[config.mk]
export PLATFORM = sky130hd
export DESIGN_NAME = tgbase64_stream_packer_flat
export DESIGN_NICKNAME = d
export VERILOG_FILES = /design/src/rtl/tgbase64_stream_packer_if.sv /design/src/rtl/tgbase64_stream_packer.sv /design/src/flat_wrapper.sv
export SDC_FILE = /design/constraint.sdc
export NUM_CORES = 1
export LEC_CHECK = 0
export CAP_MARGIN = 5
export CORE_MARGIN = 2
export CORE_UTILIZATION = 52
export DETAILED_ROUTE_END_ITERATION = 10
export GPL_TIMING_DRIVEN = 0
export PLACE_DENSITY = 0.8
export SYNTH_ARGS = -nofsm -noshare
export SYNTH_HDL_FRONTEND = slang
export SYNTH_SLANG_ARGS = --single-unit
[constraint.sdc]
create_clock -name clk -period 2.3 [get_ports clk]
set_input_delay 0.46 -clock clk [delete_from_list [all_inputs] [get_ports clk]]
set_output_delay 0.46 -clock clk [all_outputs]
set_load 0.005 [all_outputs]
[src/rtl/tgbase64_stream_packer_if.sv]
// Stream bundle for the tgBASE64 serial packer.
// The slave modport is the packer's view: it consumes the char stream and
// produces the group stream. The master modport is the view of the logic
// around the packer, which feeds chars and takes groups.
interface tgbase64_stream_packer_if;
    logic        s_valid;
    logic        s_ready;
    logic [6:0]  s_data;
    logic        s_last;
    logic        m_valid;
    logic        m_ready;
    logic [23:0] m_data;
    logic [2:0]  m_nsym;
    logic        m_last;

    modport slave (
        input  s_valid, s_data, s_last, m_ready,
        output s_ready, m_valid, m_data, m_nsym, m_last
    );

    modport master (
        output s_valid, s_data, s_last, m_ready,
        input  s_ready, m_valid, m_data, m_nsym, m_last
    );
endinterface

[src/rtl/tgbase64_stream_packer.sv]
// tgbase64_stream_packer: serial tgBASE64 front-end.
// Takes one 7-bit ASCII char per handshake, maps it to a 6-bit code through a
// single shared lookup, and packs up to four codes into a 24-bit group
// (sym0 in the top bits). Messages are capped at MAX_LEN chars; the capping
// char ends the message just as s_last would.
// Optional feature: define STRICT_CHECK_EN to add the err output, which flags
// any unmapped char seen in the current message.
module tgbase64_stream_packer #(
    parameter int MAX_LEN = 146,
    parameter int CNT_W   = 8
) (
    input  logic                     clk,
    input  logic                     rst_n,
    tgbase64_stream_packer_if.slave  bus,
    output logic [CNT_W-1:0]         msg_len,
`ifdef STRICT_CHECK_EN
    output logic                     err,
`endif
    output logic                     busy
);

    localparam logic [1:0] ST_IDLE = 2'd0;
    localparam logic [1:0] ST_PACK = 2'd1;
    localparam logic [1:0] ST_EMIT = 2'd2;

    localparam logic [CNT_W-1:0] MAX_LEN_C = CNT_W'(MAX_LEN);
    localparam logic [CNT_W-1:0] ONE_C     = CNT_W'(1);

    // ASCII -> tgBASE64 code; anything outside the table maps to 0.
    function automatic logic [5:0] map_char(input logic [6:0] c);
        logic [5:0] code;
        code = 6'd0;
        if (c == 7'd32) begin
            code = 6'd0;
        end else if (c == 7'd33) begin
            code = 6'd1;
        end else if ((c >= 7'd48) && (c <= 7'd57)) begin
            code = 6'(c - 7'd46);
        end else if ((c >= 7'd65) && (c <= 7'd90)) begin
            code = 6'(c - 7'd53);
        end else if ((c >= 7'd97) && (c <= 7'd122)) begin
            code = 6'(c - 7'd59);
        end else begin
            code = 6'd0;
        end
        return code;
    endfunction

`ifdef STRICT_CHECK_EN
    // True when the char has an entry in the table (space and '!' included).
    function automatic logic is_mapped(input logic [6:0] c);
        logic ok;
        ok = 1'b0;
        if ((c == 7'd32) || (c == 7'd33)) begin
            ok = 1'b1;
        end else if (((c >= 7'd48) && (c <= 7'd57)) ||
                     ((c >= 7'd65) && (c <= 7'd90)) ||
                     ((c >= 7'd97) && (c <= 7'd122))) begin
            ok = 1'b1;
        end else begin
            ok = 1'b0;
        end
        return ok;
    endfunction
`endif

    logic [1:0]       state_r, state_s;
    logic             s_ready_r, s_ready_s;
    logic             m_valid_r, m_valid_s;
    logic             busy_r, busy_s;
    logic [23:0]      data_r, data_s;
    logic [2:0]       nsym_r, nsym_s;
    logic             last_r, last_s;
    logic [1:0]       idx_r, idx_s;
    logic [CNT_W-1:0] len_r, len_s;
    logic             fire_s_s, fire_m_s;
    logic [5:0]       code_s;
    logic [CNT_W-1:0] len_inc_s;
    logic             cap_s;
`ifdef STRICT_CHECK_EN
    logic             err_r, err_s;
    logic             bad_s;
`endif

    // Handshake qualifiers and the per-char lookup shared by every slot.
    always_comb begin
        fire_s_s  = bus.s_valid & s_ready_r;
        fire_m_s  = m_valid_r & bus.m_ready;
        code_s    = map_char(bus.s_data);
        len_inc_s = (len_r == {CNT_W{1'b1}}) ? len_r : (len_r + ONE_C);
        cap_s     = (len_inc_s == MAX_LEN_C);
`ifdef STRICT_CHECK_EN
        bad_s     = ~is_mapped(bus.s_data);
`endif
    end

    // Next-state, slot packing and message framing.
    always_comb begin
        state_s = state_r;
        data_s  = data_r;
        nsym_s  = nsym_r;
        last_s  = last_r;
        idx_s   = idx_r;
        len_s   = len_r;
`ifdef STRICT_CHECK_EN
        err_s   = err_r;
`endif
        case (state_r)
            ST_IDLE: begin
                if (fire_s_s) begin
                    data_s = {code_s, 18'd0};
                    nsym_s = 3'd1;
                    idx_s  = 2'd1;
                    len_s  = ONE_C;
`ifdef STRICT_CHECK_EN
                    err_s  = bad_s;
`endif
                    if (bus.s_last || (ONE_C == MAX_LEN_C)) begin
                        last_s  = 1'b1;
                        state_s = ST_EMIT;
                    end else begin
                        last_s  = 1'b0;
                        state_s = ST_PACK;
                    end
                end else begin
                    state_s = ST_IDLE;
                end
            end
            ST_PACK: begin
                if (fire_s_s) begin
                    case (idx_r)
                        2'd0:    data_s[23:18] = code_s;
                        2'd1:    data_s[17:12] = code_s;
                        2'd2:    data_s[11:6]  = code_s;
                        2'd3:    data_s[5:0]   = code_s;
                        default: data_s        = data_r;
                    endcase
                    nsym_s = nsym_r + 3'd1;
                    idx_s  = idx_r + 2'd1;
                    len_s  = len_inc_s;
`ifdef STRICT_CHECK_EN
                    err_s  = err_r | bad_s;
`endif
                    if ((idx_r == 2'd3) || bus.s_last || cap_s) begin
                        last_s  = bus.s_last | cap_s;
                        state_s = ST_EMIT;
                    end else begin
                        last_s  = 1'b0;
                        state_s = ST_PACK;
                    end
                end else begin
                    state_s = ST_PACK;
                end
            end
            ST_EMIT: begin
                if (fire_m_s) begin
                    data_s  = 24'd0;
                    nsym_s  = 3'd0;
                    last_s  = 1'b0;
                    idx_s   = 2'd0;
                    state_s = last_r ? ST_IDLE : ST_PACK;
                end else begin
                    state_s = ST_EMIT;
                end
            end
            default: begin
                state_s = ST_IDLE;
                data_s  = 24'd0;
                nsym_s  = 3'd0;
                last_s  = 1'b0;
                idx_s   = 2'd0;
            end
        endcase
        s_ready_s = (state_s != ST_EMIT);
        m_valid_s = (state_s == ST_EMIT);
        busy_s    = (state_s != ST_IDLE);
    end

    // State and output registers; reset clears everything including s_ready.
    always_ff @(posedge clk or negedge rst_n) begin
        if (!rst_n) begin
            state_r   <= ST_IDLE;
            s_ready_r <= 1'b0;
            m_valid_r <= 1'b0;
            busy_r    <= 1'b0;
            data_r    <= 24'd0;
            nsym_r    <= 3'd0;
            last_r    <= 1'b0;
            idx_r     <= 2'd0;
            len_r     <= {CNT_W{1'b0}};
`ifdef STRICT_CHECK_EN
            err_r     <= 1'b0;
`endif
        end else begin
            state_r   <= state_s;
            s_ready_r <= s_ready_s;
            m_valid_r <= m_valid_s;
            busy_r    <= busy_s;
            data_r    <= data_s;
            nsym_r    <= nsym_s;
            last_r    <= last_s;
            idx_r     <= idx_s;
            len_r     <= len_s;
`ifdef STRICT_CHECK_EN
            err_r     <= err_s;
`endif
        end
    end

    assign bus.s_ready = s_ready_r;
    assign bus.m_valid = m_valid_r;
    assign bus.m_data  = data_r;
    assign bus.m_nsym  = nsym_r;
    assign bus.m_last  = last_r;
    assign msg_len     = len_r;
    assign busy        = busy_r;
`ifdef STRICT_CHECK_EN
    assign err         = err_r;
`endif

endmodule

[src/flat_wrapper.sv]
// flat-port wrapper written by rule: the top's interface ports become plain ports
module tgbase64_stream_packer_flat 
#(
    parameter int MAX_LEN = 146,
    parameter int CNT_W   = 8
)
  (clk, rst_n, msg_len, busy, bus_s_valid, bus_s_data, bus_s_last, bus_m_ready, bus_s_ready, bus_m_valid, bus_m_data, bus_m_nsym, bus_m_last);
  tgbase64_stream_packer_if bus_i ();
  input  logic clk;
  input  logic rst_n;
  output logic [CNT_W-1:0] msg_len;
  output logic busy;
  input wire logic [$bits(bus_i.s_valid)-1:0] bus_s_valid;
  input wire logic [$bits(bus_i.s_data)-1:0] bus_s_data;
  input wire logic [$bits(bus_i.s_last)-1:0] bus_s_last;
  input wire logic [$bits(bus_i.m_ready)-1:0] bus_m_ready;
  output wire logic [$bits(bus_i.s_ready)-1:0] bus_s_ready;
  output wire logic [$bits(bus_i.m_valid)-1:0] bus_m_valid;
  output wire logic [$bits(bus_i.m_data)-1:0] bus_m_data;
  output wire logic [$bits(bus_i.m_nsym)-1:0] bus_m_nsym;
  output wire logic [$bits(bus_i.m_last)-1:0] bus_m_last;
  assign bus_i.s_valid = bus_s_valid;
  assign bus_i.s_data = bus_s_data;
  assign bus_i.s_last = bus_s_last;
  assign bus_i.m_ready = bus_m_ready;
  assign bus_s_ready = bus_i.s_ready;
  assign bus_m_valid = bus_i.m_valid;
  assign bus_m_data = bus_i.m_data;
  assign bus_m_nsym = bus_i.m_nsym;
  assign bus_m_last = bus_i.m_last;
  tgbase64_stream_packer #(.MAX_LEN(MAX_LEN), .CNT_W(CNT_W)) u_core (.clk(clk), .rst_n(rst_n), .bus(bus_i), .msg_len(msg_len), .busy(busy));
endmodule
==> qor_table.md <==
| Result | Reported |
|---|---|
| Run status | finished clean |
| Dpl hpwl | 4.455 mm |
| Final Max Tran Viols | 0 |
| Fraction of final layout cells sized beyond drive strength 1 | 0.1029 |
| Row Count | 25 |
| 1st-iter DRT viols | 170 |
| Total die area | 5556 um^2 |
| Cell area after technology mapping | 2587 um^2 |
| Pin count of the biggest net entering global routing | 24 |
| Synth area leader | dfrtp_1 |
| Synth Instances | 281 |
| Number of ports placed on the die boundary | 51 |
| Fmax achieved | 456.4 MHz |
| Power after layout | 0.002774 W |
| First-pass GRT wire length | 9.749 mm |
| Worst setup EP type | register |
| Antenna viol nets, final | 0 |
| Overall fraction of global-route tracks in use | 0.2266 |
| Register area share after synthesis | 0.4159 |
| Worst path required time | 2460 ps |
| Switching Share | 0.3650 |
| Instance area at placement | 3184 um^2 |
| Die Y-Extent | 74.54 um |
| Initial core utilization | 0.5442 |
| RR Endpoint | u_core.bus.s_ready |
| Endpoint arrival time on the critical path | 2350 ps |
| Largest buffer count on any clock path | 2 |
| Mean Syn Cell Area | 9.208 um^2 |
| Peak fanout along the critical path | 10 |
| FILL cells | 373 |
| # port buffers | 49 |
| Detail-routed via count per cell | 5.651 |
| Depth of the worst register-to-register path | 5 |
| Distinct cell type count of the synthesized netlist | 54 |
| Class of the tightest hold or removal check | input pin to asynchronous set/reset pin |
| Top cells by area, synth | dfrtp_1, nand2_1, ha_1 |
| Number of clock buffers inserted by TritonCTS | 5 |
| Number of antenna violations at the first check in global routing | 0 |
| Via count of the first global-routing pass | 2037 |
| Area added between synthesis and finish | 30.56% |
| Most common cell in the synthesized netlist | nand2_1 |
| Cts hold-fix bufs | 0 |
| Count of antenna diodes in the layout | 0 |
| Cell at the root of the clock tree | clkbuf_8 |
| Slew at the pin closest to its max-slew limit | 693.2 ps |
| Count of endpoints failing setup in the final report | 0 |
| Fin area | 3378 um^2 |
| Synthesized Nets | 307 |
| Area share of the largest cell type after synthesis | 0.4159 |
| Total Negative Setup Slacks | 0 ps |
| Most common flop cell mapped by yosys | dfrtp_1 |
| TritonCTS clock tree | yes |
| Startpoint Class | input pin |
| Floorplan Core Area | 4755 um^2 |
| Insertion delay to the later sink of the worst-skew pair | 290 ps |
| Launch point of the worst reg-to-reg path | u_core.msg_len[0] |
| Number of iterations in the first detailed-routing pass | 4 |
| Peak supply drop | 0.4477 mV |
| Internal power component | 0.001762 W |
| Overall via count from detail_route | 2300 |
| Worst setup slack for register-to-register paths | 370 ps |
| CTS clock-pin slew for the worst setup and hold paths | 80 ps |
| Max-cap check violation count | 0 |
| Commonest cells in the synthesized netlist | nand2_1, dfrtp_1, o21ai_0 |
| Fraction of registers with async set/reset | 1.000 |
| Tcrit/Tclk final | 0.9525 |
| Cells along the critical path | dlygate4sd2_1, ha_1, nor2b_1, o41ai_4, buf_4, nor2_2, a221oi_4, o31ai_1 |
| Horizontal extent of the die | 74.54 um |
| Proportion of power drawn by the clock network | 0.218 |
| Areal power density over the cells | 821.2 nW/um^2 |
| Switching power | 0.001013 W |
| Number of levels the H-tree was split into | 2 |
| Overall routed net length | 5.895 mm |
| Worst slew margin relative to its limit | 0.5330 |
| Hold Violations, Final | 0 |
| Worst clock skew on the final layout | 7.063 ps |
| Crit-path max cell delay | 380 ps |
| Sequential Power Share | 0.375 |
| Critical Path Slowest Stage Cell | a221oi_4 |
| WL per Instance | 14.48 um |
| Global placement routability congestion | 0.8689 |
| Post-synth EDFFs | 0 |
| Unrepaired setup endpoints after global routing | false |
| Comb power frac | 0.408 |
| Final layout net count | 365 |
| Register bit count reported by yosys | 43 |
| CP Class | input pin to register |
| Static leakage | 1.402 nW |
| Number of design rule violations left after detail routing | 0 |
| Warnings from Yosys | 0 |
| Final Critical Period | 2191 ps |
| Sinks on the clock net | 43 |
| GR Overflow Total | 0 |
cells by family after synthesis:
| kind of cell | after synthesis | synth area share |
|---|---|---|
| xor gates and xnor gates | 9 | 0.03047 |
| buffers and inverters | 18 | 0.03095 |
| and+or+nand+nor | 106 | 0.2089 |
| adders and majority gates | 14 | 0.06770 |
| DFF | 43 | 0.4159 |
| AOI/OAI and AO/OA | 91 | 0.2461 |
metrics by stage:
stage | utilization | setup WS, ps | hold WS, ps | std cells
floorplan | - | 240.2 | 164.4 | 281
global placement | 0.6650 | -608.8 | 466.4 | 397
detailed placement | 0.6697 | -608.4 | 471.8 | 398
CTS | 0.7097 | 7.997 | 156.3 | 407
global route | 0.7105 | 8.837 | 188.7 | 407
finish | 0.7105 | 109.2 | 146.6 | 407
layout make-up:
type / instances / area [um^2] / area share
inverters: 8 / 30.03 / 0.008889
flip-flops and latches: 43 / 1076 / 0.3185
repair buffers: 51 / 513.0 / 0.1519
clock inverters: 2 / 35.03 / 0.01037
plain buffers: 10 / 58.81 / 0.01741
clock buffers: 6 / 82.58 / 0.02444
multi-input cells: 220 / 1499 / 0.4437
well taps: 67 / 83.83 / 0.02481
state kept, by name (all words and copies together), names as in the netlist:
| register | cells |
|---|---|
| u_core.bus.m_data | 24 |
| u_core.msg_len | 8 |
| u_core.bus.m_nsym | 3 |
| u_core.idx_r | 2 |
| u_core.state_r | 2 |
| u_core.bus.m_last | 1 |
| u_core.bus.m_valid | 1 |
| u_core.bus.s_ready | 1 |
| u_core.busy | 1 |
how the worst max path moves through the flow:
stage	slack, ps	end	depth (start not counted)	from
6_report	110	u_core.bus.m_data[15]	8	bus_s_data[0]
4_1_cts	8	u_core.bus.m_data[15]	9	bus_s_data[1]
3_3_place_gp	-610	u_core.bus.m_data[3]	8	bus_s_data[1]
2_1_floorplan	240	u_core.bus.m_data[15]	8	bus_s_data[2]
5_1_grt	9	u_core.bus.m_data[21]	8	bus_s_data[0]
3_5_place_dp	-610	u_core.bus.m_data[15]	8	bus_s_data[1]
layer usage:
metal  up-vias  wire length [um]  global-route usage
li1       1147                 -                   -
met1      1086              2870              0.3319
met2        59              2723              0.3550
met3         8               259             0.03794
met4         0                42             0.04960
met5         -                 0                   0
critical path, delay by kind of cell:
kind | cells | cell delay, ps
buffers and inverters | 2 | 560
AO/OA/AOI/OAI | 3 | 800
adder cells (fa/ha/maj) | 1 | 290
AND/OR/NAND/NOR | 2 | 250
power by group through the flow:
stage | clock [W] | sequential [W] | combinational, W
2_1_floorplan | 0 | 0.00104 | 0.000623
3_3_place_gp | 0 | 0.00105 | 0.00108
3_5_place_dp | 0 | 0.00105 | 0.00110
4_1_cts | 0.000613 | 0.00104 | 0.00113
5_1_grt | 0.000633 | 0.00106 | 0.00127
6_report | 0.000604 | 0.00104 | 0.00113
cell usage in the layout, fill, tap and decap left out, drive strengths merged, types with 2 or more instances in the layout:
cell type      synthesis  routed
a21o                   2       2
a21oi                 19      19
a221oi                 2       2
a22o                   8       8
a22oi                  2       2
a31oi                  4       4
and2                   4       4
and3                   3       3
buf                    8      11
clkbuf                 2       9
clkdlybuf4s50          0      45
dfrtp                 43      43
dlygate4sd2            0       2
ha                    14      14
inv                    8       8
nand2                 47      47
nand2b                 6       6
nand3                 14      14
nand3b                 3       3
nor2                  10      10
nor2b                  8       8
nor3                   4       4
o211ai                 3       3
o21ai                 29      29
o311ai                 2       2
o31ai                  5       5
o41ai                  3       3
or3                    2       2
xnor2                  7       7
xor2                   2       2
what timing repair did:
item                                   in CTS  in global routing
pin swaps                                   2                  0
resized for setup                          14                  3
endpoints found under the hold margin       0                  0
setup endpoints to repair                  22                 22
setup buffers                               1                  0
Power figures use the tool's default switching activity.
==> variant 1: new RTL, same settings <==
Make the reset (`rst_n`) synchronous in one clocked block.
--- a/src/rtl/tgbase64_stream_packer.sv
+++ b/src/rtl/tgbase64_stream_packer.sv
@@ -179,3 +179,3 @@
     // State and output registers; reset clears everything including s_ready.
-    always_ff @(posedge clk or negedge rst_n) begin
+    always_ff @(posedge clk) begin
         if (!rst_n) begin
Check against the original RTL: differs if rst_n is asserted again (counterexample within 4 cycles, from zero or initial values and one cycle with rst_n low); with rst_n held inactive, the same outputs for 10 cycles.
==> variant 1 against the original RTL <==
  * Worst setup slack about the same
  * Cell count decreased by 1.5%
  * Critical endpoint is now u_core.bus.m_data[7]$_SDFFE_PN0P_
  * Final area down 5.5%
  * Sequential cell count did not move
  * Die area down 4.4%
  * Largest cell class unchanged
  * Non-clock buffer count increased by 3
  * Routed wire length grew 14%
  * Area after synthesis is 4.7% lower
  * First-iteration DRC count grew 51%
Power is not compared: it rests on default switching activity, and its combinational part moved more than twofold at a synthesized area within 25%.
==> variant 1: results (changes against the original RTL) <==
port bufs=47 (-4.1%); Post-Route WL=6727 um (+14%); Final non-clock buffer share=0.1795 (+0.01028); Multi-input comb cells=221 (+0.45%); FFs & Latches=43 (unchanged); Met1 Wirelength=3137 um (+9.3%); slowest CP cell=a21oi_1; Synth Area in Compound Gates=0.3095 (+0.06336); Hold WC Path Type=reg -> reg; mux cell area share after synthesis=0.008118 (+0.008118); global-route wire length before repair=10590 um (+8.6%); Buffers excl. clock=64 (+4.9%); Fin Clk Skew=0.01523 ns (+0.008165 ns); status=completed; routability congestion estimate=0.9674 (+11%); Slew headroom=0.5568 (+0.02382); DR WL/cell=16.78 um (+16%); met1 usage=0.3590 (+0.02707); layout cells sized above 1=0.1153 (+0.01233); grt met3 use=0.05387 (+0.01593); unique cell type count in the Yosys netlist=61 (+13%); Layout Nets=372 (+1.9%); Util after Layout=0.6848 (-0.02569); FFs w/ async S/R, synth=0 (-1.000); crit-path max FO=9 (-1); Synth area leaders=dfxtp_1 35%, ha_1 6.6%, a21oi_1 4.1%; Clock Network Area Fraction=0.03214 (-0.002671); multi-input logic area=0.001543 mm2 (+2.9%); via count of the first global-routing pass=2169 (+6.5%); Gate Count Post-Synth=292 (+3.9%); sequential share of cell area=0.2697 (-0.04882); CP Data Arrival Time=2.40 ns (+0.05 ns); Filler Cells Inserted=381 (+2.1%); Total GRT Usage=0.2531 (+0.02647); Final HPWL DP=4709 um (+5.7%); met2 Use GR=0.4000 (+0.04503); via count=2481 (+7.9%); 1st-iter DRT viols=257 (+51%); Post-Synth Adder-Cell Area=0.06596 (-0.001742); synth cell count leaders=43 x dfxtp_1, 24 x nor2_1, 22 x nand2_1; Seq/Total Area, Yosys=0.3491 (-0.06680); Net Count, Synth=317 (+3.3%)
-- variant 1: cell count changes after synthesis, sizes merged, moves of 5 or more --
cell / delta
a22o: -8
nand4: +5
nand2: -25
nor2: +15
dfxtp: +43
o21bai: +6
o21ai: -9
clkbuf: +5
dfrtp: -43
-- variant 1: path summary, 6_finish.rpt --
kind | from | to | slack [ns] | cells after the start
max | bus_s_valid | u_core.bus.m_data[7]$_SDFFE_PN0P_ | 0.11 | 6
min | u_core.bus.m_data[4]$_SDFFE_PN0P_ | u_core.bus.m_data[4]$_SDFFE_PN0P_ | 0.45 | 2
max reg2reg | u_core.state_r[1]$_SDFF_PN0_ | u_core.bus.m_data[7]$_SDFFE_PN0P_ | 0.26 | 6
min reg2reg | u_core.bus.m_data[4]$_SDFFE_PN0P_ | u_core.bus.m_data[4]$_SDFFE_PN0P_ | 0.45 | 2
==> variant 2: new RTL, config.mk and constraints unchanged <==
Without the edit above. `CNT_W` is set to 8 in 2 places; all go to 12.
--- a/src/rtl/tgbase64_stream_packer.sv
+++ b/src/rtl/tgbase64_stream_packer.sv
@@ -9,3 +9,3 @@
     parameter int MAX_LEN = 146,
-    parameter int CNT_W   = 8
+    parameter int CNT_W   = 12
 ) (
--- a/src/flat_wrapper.sv
+++ b/src/flat_wrapper.sv
@@ -4,3 +4,3 @@
     parameter int MAX_LEN = 146,
-    parameter int CNT_W   = 8
+    parameter int CNT_W   = 12
 )
Ports: changed (resized msg_len); port bits go from 51 to 55. No check against the original RTL was run, so the function may have changed too.
==> variant 2 against the original RTL <==
  * Die area rose by 12%
  * Area after synthesis increased by 13%
  * Sequential cell count grew 4
  * Cell count rose by 13%
  * Final area grew 11%
  * Worst setup slack worse by 0.039 ns
  * Register-to-register slack worse by 0.25 ns
  * Global-route usage up 2.6 points
  * Total power up 5.1%
  * Count of clock-buffer cells in the layout is 1 lower
  * Routed wire length up 28%
==> variant 2: results (changes against the original RTL) <==
Util after Layout=0.6856 (-0.02488); Slew headroom=0.5507 (+0.01770); synth cell count leaders=47 x dfrtp_1, 44 x nand2_1, 26 x o21ai_0; Seq/Total Area, Yosys=0.4027 (-0.01312); inverters=13 (+5); clock-pin slew on the worst setup and hold paths=0.10 ns (+0.02 ns); multi-input gate share of total cell area=0.4451 (+0.001443); Clk Latency, worst-skew pair=0.31 ns (+0.02 ns); Post-Place Cells=448 (+13%); Net Count, Synth=348 (+13%); 1st-iter DRT viols=219 (+29%); Placed Area=0.003566 mm2 (+12%); Synth area leaders=dfrtp_1 40%, ha_1 6.4%, nand2_1 5.7%; Initial DRT Pass Iterations=5 (+1); layout cells sized above 1=0.1495 (+0.04654); Post-Route WL=7572 um (+28%); Final non-clock buffer share=0.1784 (+0.009133); Clock Network Area Fraction=0.02534 (-0.009473); global-route wire length before repair=12540 um (+29%); unique cell type count in the Yosys netlist=56 (+3.7%); Total GRT Usage=0.2527 (+0.02606); FFs & Latches=47 (+9.3%); post-layout total power=2.915 mW (+5.1%); Post-Synth Adder-Cell Area=0.06427 (-0.003431); DP Worst Slack=-0.5972 ns (+0.01124 ns); Synth Area in XOR/XNOR=0.01200 (-0.01847); drt via density=6.035 (+6.8%); worst reg2reg startpoint=u_core.msg_len[4]$_DFFE_PN0P_; slowest CP cell=or3b_1; mux cell area share after synthesis=0.01414 (+0.01414); critical path launch point=bus_s_data[1]; sw power=1.139 mW (+12%); VDD IR max=0.0006079 V (+36%); Buffers excl. clock=72 (+18%); status=completed; Synth Area in Compound Gates=0.2592 (+0.01308); FFs w/ async S/R, synth=1.000 (unchanged); Final HPWL DP=5372 um (+21%); core area=0.005473 mm2 (+15%); FF+latch area=0.001179 mm2 (+9.5%); port bufs=54 (+10%); sequential power share=0.390 (+0.015); Slowest Stage Delay on Critical Path=0.42 ns (+0.04 ns); CP Data Arrival Time=2.48 ns (+0.13 ns); Avg Inst Size Synth=9.098 um2 (-1.2%); static leakage=1.569 nW (+12%); Multi-input comb cells=248 (+13%); via count=2776 (+21%); via count of the first global-routing pass=2610 (+28%); routability congestion estimate=0.9358 (+7.7%); pin count of the biggest net entering global routing=28 (+17%); Fin Clk Skew=0.004536 ns (-0.002527 ns); Layout Nets=414 (+13%)
==> variant 2: cell count changes after synthesis, sizes merged, moves of 4 or more <==
| cell | before | now |
|---|---|---|
| o21ai | 29 | 46 |
| xnor2 | 7 | 2 |
| a32o | 1 | 6 |
| dfrtp | 43 | 47 |
| inv | 8 | 13 |
| nor2b | 8 | 2 |
| nor2 | 10 | 16 |
==> variant 2: path summary, 6_finish.rpt <==
| kind | end | slack, ns | depth (start not counted) |
|---|---|---|---|
| max | u_core.bus.m_data[1]$_DFFE_PN0P_ | 0.07 | 9 |
| min | u_core.bus.m_data[17]$_DFFE_PN0P_ | 0.1 | 1 |
| max reg2reg | u_core.bus.m_last$_DFFE_PN0P_ | 0.12 | 7 |
| min reg2reg | u_core.bus.m_data[17]$_DFFE_PN0P_ | 0.49 | 2 |
| max in group asynchronous | u_core.msg_len[1]$_DFFE_PN0P_ | 1.68 | 2 |
| min in group clk | u_core.bus.m_data[17]$_DFFE_PN0P_ | 0.49 | 2 |
==> variant 2: layer usage <==
metal  vias up  share of wire  GRT usage
li1       1313              -          -
met1      1353           0.42     0.3269
met2        91           0.51     0.4333
met3        19          0.043    0.03523
met4         0          0.025    0.09310
met5         -              0          0
==> variant 2: critical path: cells and delay by family <==
| family | cells | cell delay [ns] |
|---|---|---|
| compound gates | 5 | 0.90 |
| fa+ha+maj | 1 | 0.24 |
| buf+inv | 2 | 0.44 |
| simple gates | 1 | 0.42 |
==> variant 2: cell families after synthesis <==
group | count (synthesis)
buf+inv | 26
simple gates | 111
mux | 4
compound gates | 114
fa+ha+maj | 15
xor+xnor | 4
flops | 47
==> variant 2: repair_timing <==
item	in CTS	in global routing
buffers inserted	3	1
pin swaps	3	1
endpoints found under the setup margin	29	25
resized for setup	15	9
